[src/rtl/div_share_arbiter_pkg.sv]
// Shared definitions for the divider-sharing arbiter: FSM encoding and datapath widths.
package div_share_arbiter_pkg;

   localparam int OPW = 48;
   localparam int QW  = 18;

   typedef enum logic [2:0] {
      ST_IDLE,
      ST_LAUNCH,
      ST_WAIT,
      ST_ZERR,
      ST_RESP
   } state_t;

endpackage

[src/rtl/div_share_arbiter_rr_pick.sv]
// Combinational round-robin picker: first asserted request strictly after the pointer, wrapping.
module div_share_arbiter_rr_pick #(
   parameter int NREQ = 4,
   parameter int PW   = 2
) (
   input  logic [NREQ-1:0] i_req,
   input  logic [PW-1:0]   i_ptr,
   output logic [PW-1:0]   o_grant,
   output logic            o_any
);

   int w_idx;

   always_comb begin
      o_grant = '0;
      o_any   = 1'b0;
      w_idx   = 0;
      for (int k = 1; k <= NREQ; k++) begin
         w_idx = (int'(i_ptr) + k) % NREQ;
         if (!o_any && i_req[w_idx[PW-1:0]]) begin
            o_grant = w_idx[PW-1:0];
            o_any   = 1'b1;
         end
      end
   end

endmodule

[src/rtl/div_share_arbiter.sv]
// Shares one iterative divider core between NREQ requesters with round-robin arbitration,
// divide-by-zero bypass and a watchdog that aborts jobs the core never finishes.
module div_share_arbiter
   import div_share_arbiter_pkg::*;
#(
   parameter int NREQ    = 4,
   parameter int TIMEOUT = 255,
   parameter int CW      = 8
) (
   input  logic                 clk,
   input  logic                 rst,
   input  logic [NREQ-1:0]      req_valid,
   output logic [NREQ-1:0]      req_ready,
   input  logic [OPW*NREQ-1:0]  req_n,
   input  logic [OPW*NREQ-1:0]  req_d,
   output logic [NREQ-1:0]      rsp_valid,
   output logic [QW-1:0]        rsp_q,
   output logic                 rsp_err,
   output logic                 busy,
   output logic [OPW-1:0]       div_n,
   output logic [OPW-1:0]       div_d,
   output logic                 div_sync_in,
   input  logic [QW-1:0]        div_q,
   input  logic                 div_sync_out
);

   localparam int PW = (NREQ > 1) ? $clog2(NREQ) : 1;

   state_t          r_state;
   state_t          w_next;
   logic [PW-1:0]   r_rrPtr;
   logic [PW-1:0]   r_owner;
   logic [CW-1:0]   r_watchdog;
   logic [OPW-1:0]  r_divN;
   logic [OPW-1:0]  r_divD;
   logic [QW-1:0]   r_rspQ;
   logic            r_rspErr;

   logic [PW-1:0]   w_grant;
   logic            w_any;
   logic            w_accept;
   logic            w_timeout;
   logic [OPW-1:0]  w_reqN [NREQ];
   logic [OPW-1:0]  w_reqD [NREQ];
   logic [OPW-1:0]  w_selN;
   logic [OPW-1:0]  w_selD;

   for (genvar i = 0; i < NREQ; i++) begin : g_unpack
      assign w_reqN[i] = req_n[OPW*i +: OPW];
      assign w_reqD[i] = req_d[OPW*i +: OPW];
   end

   div_share_arbiter_rr_pick #(
      .NREQ (NREQ),
      .PW   (PW)
   ) u_rrPick (
      .i_req   (req_valid),
      .i_ptr   (r_rrPtr),
      .o_grant (w_grant),
      .o_any   (w_any)
   );

   assign w_selN    = w_reqN[w_grant];
   assign w_selD    = w_reqD[w_grant];
   assign w_timeout = (r_watchdog == CW'(TIMEOUT));
   // Accepts are suppressed while reset is held so every output reads 0 during reset.
   assign w_accept  = (r_state == ST_IDLE) && w_any && !rst;

   always_ff @(posedge clk or posedge rst) begin
      if (rst) begin
         r_state <= ST_IDLE;
      end else begin
         r_state <= w_next;
      end
   end

   always_comb begin
      w_next = r_state;
      unique case (r_state)
         ST_IDLE:   if (w_any) w_next = (w_selD != '0) ? ST_LAUNCH : ST_ZERR;
         ST_LAUNCH: w_next = ST_WAIT;
         ST_WAIT:   if (div_sync_out || w_timeout) w_next = ST_RESP;
         ST_ZERR:   w_next = ST_RESP;
         ST_RESP:   w_next = ST_IDLE;
         default:   w_next = ST_IDLE;
      endcase
   end

   // A done strobe wins over a simultaneous watchdog expiry; strobes outside WAIT are ignored.
   always_ff @(posedge clk or posedge rst) begin
      if (rst) begin
         r_rrPtr    <= PW'(NREQ - 1);
         r_owner    <= '0;
         r_watchdog <= '0;
         r_divN     <= '0;
         r_divD     <= '0;
         r_rspQ     <= '0;
         r_rspErr   <= 1'b0;
      end else begin
         unique case (r_state)
            ST_IDLE: begin
               if (w_any) begin
                  r_divN  <= w_selN;
                  r_divD  <= w_selD;
                  r_owner <= w_grant;
                  r_rrPtr <= w_grant;
               end
            end
            ST_LAUNCH: r_watchdog <= '0;
            ST_WAIT: begin
               r_watchdog <= r_watchdog + CW'(1);
               if (div_sync_out) begin
                  r_rspQ   <= div_q;
                  r_rspErr <= 1'b0;
               end else if (w_timeout) begin
                  r_rspQ   <= '0;
                  r_rspErr <= 1'b1;
               end
            end
            ST_ZERR: begin
               r_rspQ   <= '0;
               r_rspErr <= 1'b1;
            end
            default: ;
         endcase
      end
   end

   assign req_ready   = w_accept ? (NREQ'(1) << w_grant) : '0;
   assign rsp_valid   = (r_state == ST_RESP) ? (NREQ'(1) << r_owner) : '0;
   assign div_sync_in = (r_state == ST_LAUNCH);
   assign busy        = (r_state != ST_IDLE);
   assign div_n       = r_divN;
   assign div_d       = r_divD;
   assign rsp_q       = r_rspQ;
   assign rsp_err     = r_rspErr;

endmodule
[config.mk]
export PLATFORM = sky130hd
export DESIGN_NAME = div_share_arbiter
export DESIGN_NICKNAME = d
export VERILOG_FILES = /design/src/rtl/div_share_arbiter_pkg.sv /design/src/rtl/div_share_arbiter_rr_pick.sv /design/src/rtl/div_share_arbiter.sv
export SDC_FILE = /design/constraint.sdc
export NUM_CORES = 1
export LEC_CHECK = 0
export ABC_CLOCK_PERIOD_IN_PS = 5000
export CORE_AREA = 5 5 204 206
export CTS_CLUSTER_DIAMETER = 50
export CTS_CLUSTER_SIZE = 25
export DETAILED_ROUTE_END_ITERATION = 8
export DIE_AREA = 0 0 209 211
export PLACE_DENSITY = 0.49
export SLEW_MARGIN = 10
export SYNTH_ARGS = -nofsm -noshare
export SYNTH_HDL_FRONTEND = slang
export SYNTH_SLANG_ARGS = --single-unit
[constraint.sdc]
create_clock -name clk -period 5 [get_ports clk]
set_input_delay 1 -clock clk [delete_from_list [all_inputs] [get_ports clk]]
set_output_delay 1 -clock clk [all_outputs]
set_load 0.1 [all_outputs]
==> impl_metrics.py <==
metrics = {
    "logic_synthesis": {
        "synth_nets": 1282,
        "synth_ff_type": "dfrtp_1",
        "synth_warnings": 0,
        "synth-edff-count": 0,
        "ys_seq_elements": 130,
        "netlist_area_sq_um": 7500,
        "synthDistinctLibCells": 60,
        "syn_area_per_cell_sq_um": 8.60,
        "netlist_instances": 872,
        "synthArstFlopShare_pct": 100,
        "ys_seq_area_share_pct": 43.4,
    },
    "status": {
        "status": "finished with violations",
        "violations": "DRC",
    },
    "sta": {
        "maxSlewViolCount": 0,
        "setup_viol": 0,
        "fmax_mhz": 246,
        "skew_ps": 12.1,
        "slew-limit-headroom_pct": 26.9,
        "rsz0062_at_grt": "no",
        "hold_viol_final": 0,
        "tightest_slew_ps": 1090,
        "period_minus_slack_ps": 4070,
        "worst_slack_ps": 931,
        "min_period_over_period_pct": 81.4,
        "fin_tns_setup_ps": 0,
    },
    "worst_hold_path": {
        "holdCritPathClass": "flip-flop to flip-flop",
        "min_path_cells": 2,
        "hp-start": "div_n[20]",
        "min_to": "div_n[20]",
    },
    "floorplan": {
        "io_pins": 534,
        "core-area_sq_um": 39500,
        "dieArea_sq_um": 44100,
        "rows": 73,
        "die_h_um": 211,
        "start_util_pct": 19.0,
        "dieWidth_um": 209,
    },
    "global_route": {
        "grt_start_max_net_pins": 69,
        "grtUsageTotal_pct": 19.0,
        "grt_pass1_wl_um": 63000,
        "antenna_found_initial": 3,
        "overflow": 0,
        "grt_pass1_vias": 9558,
    },
    "detailed_routing": {
        "drt_pass1_iterations": 9,
        "wl_um": 43800,
        "vias_per_cell": 4.74,
        "drc": 2,
        "ant_nets": 0,
        "dr.first_iter.drc_count": 628,
        "wl_per_cell_um": 22.9,
        "routed-via-count": 9053,
    },
    "critical_path": {
        "arrival_ps": 3070,
        "ff2ff_path_depth": 9,
        "regToRegEndpoint": "r_state[1]",
        "slowest_stage": "clkdlybuf4s50_1",
        "cp-start-kind": "input port",
        "end_kind": "primary output",
        "crit_path_cell_trace": "clkdlybuf4s50_1, nor2_1, o211ai_1, nand3_2, and3_1, buf_12",
        "crit_required_ps": 4000,
        "crit_fanout": 12,
        "r2r_setup_slack_ps": 1670,
        "max_stage_delay_ps": 680,
        "timing.rr.start": "r_rrPtr[1]",
        "worstSetupPathType": "input port to primary output",
    },
    "cts": {
        "postCtsSetupRepairBufs": 0,
        "cts_buffers": 17,
        "post_cts_resized": 0,
        "hold_buffers": 0,
        "clk_latency_ps": 440,
        "cts_tree": "built",
        "cts_sinks": 130,
        "clkTransAtPathRegs_ps": 50,
        "cts_root_buffer": "clkbuf_16",
        "cts_max_path_buffers": 2,
        "htreeDepth": 4,
    },
    "layout": {
        "drive_gt1_share_pct": 6.79,
        "multi_input_area_sq_um": 3890,
        "stdcell_count": 1911,
        "regArea_sq_um": 3260,
        "fin_nets": 1781,
        "n_fill_cell": 4076,
        "stdcell_area_sq_um": 14000,
        "area_growth_pct": 87.2,
    },
    "placement": {
        "pre_cts_ws_ps": 739,
        "numPortBuffers": 533,
        "place_inst": 1877,
        "gp_congestion": 0.902,
        "hpwl_um": 34800,
        "place_area_sq_um": 13400,
    },
    "power": {
        "power_density_nw_per_um2": 754,
        "vdd_drop_max_v": 0.000285,
        "p_total_mw": 10.6,
        "p_leak_nw": 5.59,
    },
    "job": {
        "cap_violations": 0,
    },
}
## through the flow
| stage | util, % | hold slack [ps] |
|---|---|---|
| 4_1_cts | 35.6 | 482 |
| 3_3_place_gp | 33.9 | 460 |
| 3_5_place_dp | 33.9 | 467 |
| 6_report | 35.6 | 473 |
| 2_1_floorplan | - | 458 |
| 5_1_grt | 35.6 | 502 |
## cells by family (layout without fill, tap and decap cells)
| family | count (synthesis) | count (layout) | synth area share [%] |
|---|---|---|---|
| XOR/XNOR | 2 | 2 | 0.234 |
| buffers and inverters | 85 | 597 | 5.27 |
| AND/OR/NAND/NOR | 321 | 321 | 18.2 |
| AO/OA/AOI/OAI | 287 | 287 | 26.3 |
| multiplexers | 46 | 46 | 6.40 |
| other | 0 | 2 | 0 |
| adder cells (fa/ha/maj) | 1 | 1 | 0.167 |
| flip-flops | 130 | 130 | 43.4 |
## where the power goes
group	switching [mW]	internal (mW)
Sequential	0.309	1.55
Clock	0.513	0.878
Combinational	5.40	1.93
## metal layers
layer / wire length [um] / GRT usage (%) / vias to the layer above
met5: 0 / 0 / -
met4: 1120 / 6.50 / 0
met3: 3230 / 5.45 / 57
met2: 21900 / 33.2 / 430
met1: 17600 / 22.3 / 4342
li1: - / - / 4224
## synth_stat cells (7+ instances only)
master | count | area share [%]
nor4_1 | 8 | 0.67
a21oi_1 | 66 | 4.4
nor2_1 | 43 | 2.2
nand4_1 | 8 | 0.67
mux2_2 | 16 | 2.4
buf_1 | 10 | 0.50
a222oi_1 | 30 | 4.0
nand2_1 | 213 | 11
a221oi_1 | 32 | 3.7
a22o_1 | 31 | 3.6
mux2i_1 | 30 | 4.0
buf_2 | 9 | 0.60
a31oi_1 | 28 | 2.3
clkbuf_1 | 48 | 2.4
dfrtp_1 | 128 | 43
o21ai_0 | 66 | 4.4
inv_1 | 7 | 0.35
nand3_1 | 18 | 1.2
## flip-flops by register name, summed over array words and instances (netlist names)
register and cells:
r_rrPtr 2, rsp_q 18, div_d 48, div_n 48, r_state 3, r_watchdog 8
rsp_err 1, r_owner 2
## layout by cell type, fill, tap and decap left out, types with 16 or more instances in the layout
| master | Yosys | layout |
|---|---|---|
| clkbuf_16 | 0 | 17 |
| nand2_1 | 213 | 212 |
| buf_4 | 5 | 25 |
| a21oi_1 | 66 | 66 |
| nor2_1 | 43 | 43 |
| mux2i_1 | 30 | 30 |
| a222oi_1 | 30 | 30 |
| nand3_1 | 18 | 17 |
| a31oi_1 | 28 | 28 |
| a221oi_1 | 32 | 32 |
| dfrtp_1 | 128 | 128 |
| mux2_2 | 16 | 16 |
| clkdlybuf4s50_1 | 0 | 528 |
| o21ai_0 | 66 | 66 |
| a22o_1 | 31 | 31 |
## final cells by class
| class | instances | share of cell area, % |
|---|---|---|
| Tap cell | 525 | 4.68 |
| Clock inverter | 11 | 1.24 |
| Sequential cell | 130 | 23.2 |
| Timing Repair Buffer | 557 | 39.5 |
| Multi-Input combinational cell | 657 | 27.7 |
| Inverter | 8 | 0.241 |
| Antenna cell | 2 | 0.0356 |
| Clock buffer | 21 | 3.35 |
## worst max-delay path by stage
stage,end,slack (ps),start,depth (start not counted)
final,req_ready[0],930,req_valid[3],6
after global routing,req_ready[0],850,req_valid[3],6
after CTS,req_ready[0],960,req_valid[3],6
after detailed placement,r_state[1],740,req_valid[0],10
after global placement,r_state[1],890,req_valid[3],10
after floorplan,req_ready[0],300,rst,2
## critical path: cells and delay by family
family	cells	cell delay, ps
buffers and inverters	2	850
AOI/OAI and AO/OA	1	220
and+or+nand+nor	3	970
Power figures use the tool's default switching activity.
